**src/rtl/hazard_pkg.sv**
```systemverilog
// Shared types and default widths for the hazard/redirect controller.
package hazard_pkg;
   typedef enum logic {
      ST_RUN  = 1'b0,
      ST_HALT = 1'b1
   } state_e;

   localparam int PC_W_DEF  = 32;
   localparam int CNT_W_DEF = 32;
endpackage

```
**src/rtl/sat_counter.sv**
```systemverilog
// Up-counter that sticks at all-ones instead of wrapping.
module sat_counter #(
   parameter int W = 32
) (
   input  logic         clk,
   input  logic         rst_n,
   input  logic         inc,
   output logic [W-1:0] q
);
   logic [W-1:0] cnt_q;

   always_ff @(posedge clk or negedge rst_n) begin
      if (!rst_n)                  cnt_q <= '0;
      else if (inc && cnt_q != '1) cnt_q <= cnt_q + 1'b1;
   end

   assign q = cnt_q;
endmodule

```
**src/rtl/hazard_redirect_ctrl.sv**
```systemverilog
// Pipeline interlock / redirect controller with RUN/HALT state machine.
// Performance counters are built only when HAZARD_PERF_CNT_EN is defined.
module hazard_redirect_ctrl
   import hazard_pkg::*;
#(
   parameter int PC_W  = PC_W_DEF,
   parameter int CNT_W = CNT_W_DEF
) (
   input  logic             clk,
   input  logic             rst_n,
   input  logic             stall_req,
   input  logic             ex_mispredict,
   input  logic [PC_W-1:0]  ex_target,
   input  logic             halt_req,
   input  logic             go,
   output logic             pc_en,
   output logic             ifid_en,
   output logic             ifid_flush,
   output logic             idex_flush,
   output logic             redirect_valid,
   output logic [PC_W-1:0]  redirect_pc,
   output logic             halted,
   output logic [CNT_W-1:0] cycle_cnt,
   output logic [CNT_W-1:0] stall_cnt,
   output logic [CNT_W-1:0] flush_cnt
);
   state_e state_q, state_d;
   logic   go_q;
   logic   go_rise;

   assign go_rise = go && !go_q;

   always_ff @(posedge clk or negedge rst_n) begin
      if (!rst_n) begin
         state_q <= ST_RUN;
         go_q    <= 1'b0;
      end else begin
         state_q <= state_d;
         go_q    <= go;
      end
   end

   // While reset is held the control outputs show the idle RUN values,
   // even if a stall request is still present on the inputs.
   always_comb begin
      state_d        = state_q;
      pc_en          = 1'b1;
      ifid_en        = 1'b1;
      ifid_flush     = 1'b0;
      idex_flush     = 1'b0;
      redirect_valid = 1'b0;
      redirect_pc    = '0;
      if (rst_n) begin
         case (state_q)
            ST_RUN: begin
               if (ex_mispredict) begin
                  redirect_valid = 1'b1;
                  redirect_pc    = ex_target;
                  ifid_flush     = 1'b1;
                  idex_flush     = 1'b1;
               end else begin
                  if (stall_req) begin
                     pc_en      = 1'b0;
                     ifid_en    = 1'b0;
                     idex_flush = 1'b1;
                  end
                  if (halt_req) state_d = ST_HALT;
               end
            end
            ST_HALT: begin
               pc_en   = 1'b0;
               ifid_en = 1'b0;
               if (go_rise) state_d = ST_RUN;
            end
            default: state_d = ST_RUN;
         endcase
      end
   end

   assign halted = (state_q == ST_HALT);

`ifdef HAZARD_PERF_CNT_EN
   logic run_cyc, stall_cyc, flush_cyc;
   assign run_cyc   = (state_q == ST_RUN);
   assign stall_cyc = run_cyc && !ex_mispredict && stall_req;
   assign flush_cyc = run_cyc && ex_mispredict;

   sat_counter #(.W(CNT_W)) u_cycle_cnt (.clk(clk), .rst_n(rst_n), .inc(run_cyc),   .q(cycle_cnt));
   sat_counter #(.W(CNT_W)) u_stall_cnt (.clk(clk), .rst_n(rst_n), .inc(stall_cyc), .q(stall_cnt));
   sat_counter #(.W(CNT_W)) u_flush_cnt (.clk(clk), .rst_n(rst_n), .inc(flush_cyc), .q(flush_cnt));
`else
   assign cycle_cnt = '0;
   assign stall_cnt = '0;
   assign flush_cnt = '0;
`endif
endmodule

```
**config.mk**
```make
export PLATFORM = sky130hd
export DESIGN_NAME = hazard_redirect_ctrl
export DESIGN_NICKNAME = d
export VERILOG_FILES = /design/src/rtl/hazard_pkg.sv /design/src/rtl/sat_counter.sv /design/src/rtl/hazard_redirect_ctrl.sv
export SDC_FILE = /design/constraint.sdc
export NUM_CORES = 1
export LEC_CHECK = 0
export BUFFER_PORTS_ARGS = -buffer_cell sky130_fd_sc_hd__buf_2
export CORE_AREA = 2 2 66 68
export DETAILED_ROUTE_END_ITERATION = 7
export DIE_AREA = 0 0 68 70
export PLACE_DENSITY = 0.84
export SLEW_MARGIN = 20
export SYNTH_ARGS = -nofsm -noshare
export SYNTH_HDL_FRONTEND = slang
export SYNTH_SLANG_ARGS = --single-unit
```
**constraint.sdc**
```tcl
create_clock -name clk -period 1.4 [get_ports clk]
set_input_delay 0.14 -clock clk [delete_from_list [all_inputs] [get_ports clk]]
set_output_delay 0.14 -clock clk [all_outputs]
set_load 0.05 [all_outputs]
```
-- Yosys cells after proc, flatten, opt, wreduce, memory -nomap -nowiden
Index checks and enable logic that the tools add are counted.
- multiplexer cells: 18
- bitwise gates (word level): 1
- reductions and logical operators: 2
- operators with widths (operator ; number):
    32-bit 2-to-1 mux ; 3
    1-bit 2-to-1 mux ; 13
    1-bit case mux with 2 select lines ; 2
    1-bit logical AND ; 1
    1-bit logical NOT ; 1
    1-bit NOT ; 1
- register bits after elaboration: 2
- input port bits: 38

-- Depth between registers and ports, before layout
- depth in word-level cells: 4
- mapped depth: 3
- depth with buffers taken out: 2

-- Least setup slack after synthesis
No wires, ideal clock.
- path kind: register -> output
- from: reg state_q (netlist: halted)
- to: out pc_en
- stages on the path, launching flop included: 3
- setup slack: -0.943 ns
- arrival: 2.203 ns
- required time: 1.260 ns
- cells stage by stage: dfrtp_1 > o21ai_0 > buf_4
- cells in the longest elaborated chain, start to end: 3
- ends and longest elaborated chain (element ; RTL line ; RTL):
    start, declared ; hazard_redirect_ctrl.sv:27 ; state_e state_q, state_d;
    start signal, assigned ; hazard_redirect_ctrl.sv:38 ; state_q <= state_d;
    1-bit NOT ; - ;
    1-bit case mux with 2 select lines (*) ; - ;
    1-bit 2-to-1 mux (*) ; - ;
    end, declared ; hazard_redirect_ctrl.sv:16 ; output logic pc_en,
Mark *: on every way between the ends. The rest lies on a longest branch, timed or not.

-- Worst setup path after layout
- from: reg state_q (netlist: halted)
- to: out redirect_pc[31]
- cells in the longest elaborated chain, start to end: 2
- ends and longest elaborated chain (element ; RTL line ; RTL):
    32-bit 2-to-1 mux ; hazard_redirect_ctrl.sv:54 ; case (state_q)
    32-bit 2-to-1 mux ; hazard_redirect_ctrl.sv:53 ; if (rst_n) begin
    end, declared ; hazard_redirect_ctrl.sv:21 ; output logic [PC_W-1:0] redirect_pc,
Every way passes these cells.

==> reports/summary.txt <==
Global-route wire length before repair = 3236 um
FF-to-FF Start = halted
GRT Overall Usage = 0.08938
Worst VDD drop = 0.6663 mV
Average size of a mapped cell = 8.063 um2
Setup TNS = -2.109 ns
Yosys warning total = 0
Post-Syn Area = 0.001161 mm2
Period utilization = 1.060
Deepest clock path buffer count = 2
WL/cell = 9.139 um
Clock network power share = 0.164
DRT Wirelength = 2504 um
Largest net degree at the start of global routing = 24
Clock tree root driver cell = clkbuf_8
Power Density = 927.8 mW/mm2
Arr. time, crit path = 1.34 ns
Pint = 512.6 uW
RSZ-0062 raised after global routing = yes
Clk pin slew, worst setup/hold paths = 0.03 ns
Combinational cell fraction of total power = 0.788
CP endpoint kind = primary output
Clock latency on the worst-skew pair = 0.21 ns
Yosys reg bits = 2
Crit path to = redirect_pc[31]
Outcome = finished with violations
Nets = 261
Reg-to-Reg End = halted
Area leader, netlist = buf_4
Core ar. = 0.004144 mm2
# diodes = 0
FP Rows = 24
Die area = 0.004760 mm2
Critical Path Fanout Max = 23
DRT Pass-1 Iters = 3
Final period demand of the worst path = 1.484 ns
Area grow syn2layout = 37.28%
Worst Setup SP = halted
CP required = 1.26 ns
Reg2Reg Depth = 2
Crit-path slowest cell = dfrtp_2
Reg area = 51.30 um2
Share of cells above drive strength 1 = 0.5315
Sequential Power Share = 0.048
R2R setup slack = 0.57 ns
FMAX = 673.9 MHz
Failing checks = setup timing
Startpoint Class = register
Post-route ant nets = 0
GP Congestion = 0.6621
Fillers = 425
Clk sinks = 2
Non-filler cells, final = 274
Leak pwr = 0.9433 nW
MaxCap Viol Count = 0
Fin. max-slew vios = 0
Final Setup Violations = 31
Register area share after synthesis = 0.04310
Netlist cell types = 15
Synth top area cells = buf_4, and2_4, dfrtp_1, buf_6, and2_2
Io pins = 172
Post-CTS Setup Bufs = 0
H-tree Lvls = 1
DR vias/cell = 3.197
Psw = 966.2 uW
Grt total ovfl = 0
Final setup margin = -0.08392 ns
Multi-input gate area in the final layout = 714.4 um2
Syn Inst Count = 144
Setup Skew = 0.003072 ns
Final hold vios = 0
CP cell instances = and3b_2 > buf_12 > and2_2 > buf_8
# port buffers = 75
DRT iter0 DRCs = 1
Initial antenna violation count = 0
Crit path largest cell delay = 0.38 ns
Drc violations = 0
Initial core utilization = 0.2802
DP HPWL = 1937 um
Worst hold path type = in -> reg
DP Cell Count = 269
Switching Fraction = 0.6534
Via count = 876
Vias in the first global route = 665
TritonCTS clock tree = yes
CTS Buf Count = 3
Die W = 68 um
Post-synth top area share = 0.6336
Critical path type = reg -> out
Die Y = 70 um
[routing by layer]
metal	global-route usage	vias to the layer above	share of wire
met5	0	-	0
met4	0.03333	0	0.0032
met3	0.01932	2	0.15
met2	0.1661	83	0.54
met1	0.09403	393	0.32
li1	-	398	-
[cell usage after synthesis]
cell type	n
buf_4	98
and2_4	29
buf_6	3
and2_2	2
dfrtp_1	2
and3b_1	1
and3b_2	1
and4b_2	1
conb_1	1
nand4b_1	1
nor2_1	1
nor2b_1	1
nor3b_1	1
o21a_1	1
o21ai_0	1
[how the worst min path moves through the flow]
stage | startpoint | to | cells after the start
CTS | go | go_q | 1
global route | go | go_q | 1
detailed placement | rst_n | go_q | 2
finish | go | go_q | 1
floorplan | rst_n | go_q | 0
global placement | rst_n | go_q | 2
[through the flow]
stage	setup slack, ns	power (mW)	hold slack [ns]	area [um2]	util
after floorplan	-0.02691	1.223	-0.1556	1544	-
after global placement	0.05100	1.126	0.07113	1249	0.3013
after detailed placement	0.03664	1.131	0.05915	1249	0.3013
after CTS	-0.1034	1.470	0.05459	1572	0.3792
after global routing	-0.1591	1.549	0.05150	1594	0.3847
final	-0.08392	1.479	0.05855	1594	0.3847
[cell families (layout without fill, tap and decap cells)]
| group | count (synthesis) | in the layout | synth area share |
|---|---|---|---|
| DFF | 2 | 2 | 0.04311 |
| other | 1 | 96 | 0.003230 |
| and+or+nand+nor | 38 | 38 | 0.2802 |
| AOI/OAI and AO/OA | 2 | 2 | 0.01077 |
| buffers and inverters | 101 | 84 | 0.6627 |
[registers in the layout (all words and copies together), names as in the netlist]
name and count:
halted 1, go_q 1
[power groups by stage]
stage	clock network, mW	logic, mW	registers [mW]
6_report	0.243	1.17	0.0706
5_1_grt	0.270	1.21	0.0732
2_1_floorplan	0	1.11	0.108
3_3_place_gp	0	1.06	0.0709
3_5_place_dp	0	1.06	0.0711
4_1_cts	0.251	1.15	0.0706
[cells in the final DEF, fill, tap and decap left out]
cell / count
buf_4: 4
o21a_1: 1
buf_8: 21
nand4b_1: 1
and2_2: 2
buf_2: 40
dfrtp_2: 1
and2_4: 29
nor2_1: 1
buf_12: 1
buf_6: 12
nor2b_1: 1
clkbuf_1: 1
and3b_2: 1
dlygate4sd3_1: 1
dfrtp_1: 1
clkbuf_4: 1
conb_1: 96
clkbuf_8: 3
nor3b_2: 1
and3b_1: 1
and4b_2: 1
o21ai_4: 1
[worst max-delay path, delay by kind of cell, from the launching register on]
family                 cells  cell delay [ns]
buffers and inverters      2             0.30
flip-flops                 1             0.38
AND/OR/NAND/NOR            2             0.44
[final cells by class]
cell class,instances,share of cell area
multi-input combinational,136,0.4482
clock buffer,4,0.02826
timing repair buffer,80,0.4505
sequential,2,0.03218
tap,52,0.04082
[what timing repair did]
action | CTS | global route
endpoints found under the hold margin | 2 | 0
resized for setup | 82 | 9
endpoints found under the setup margin | 34 | 35
hold buffers | 1 | 0
(Power assumes the default switching activity.)
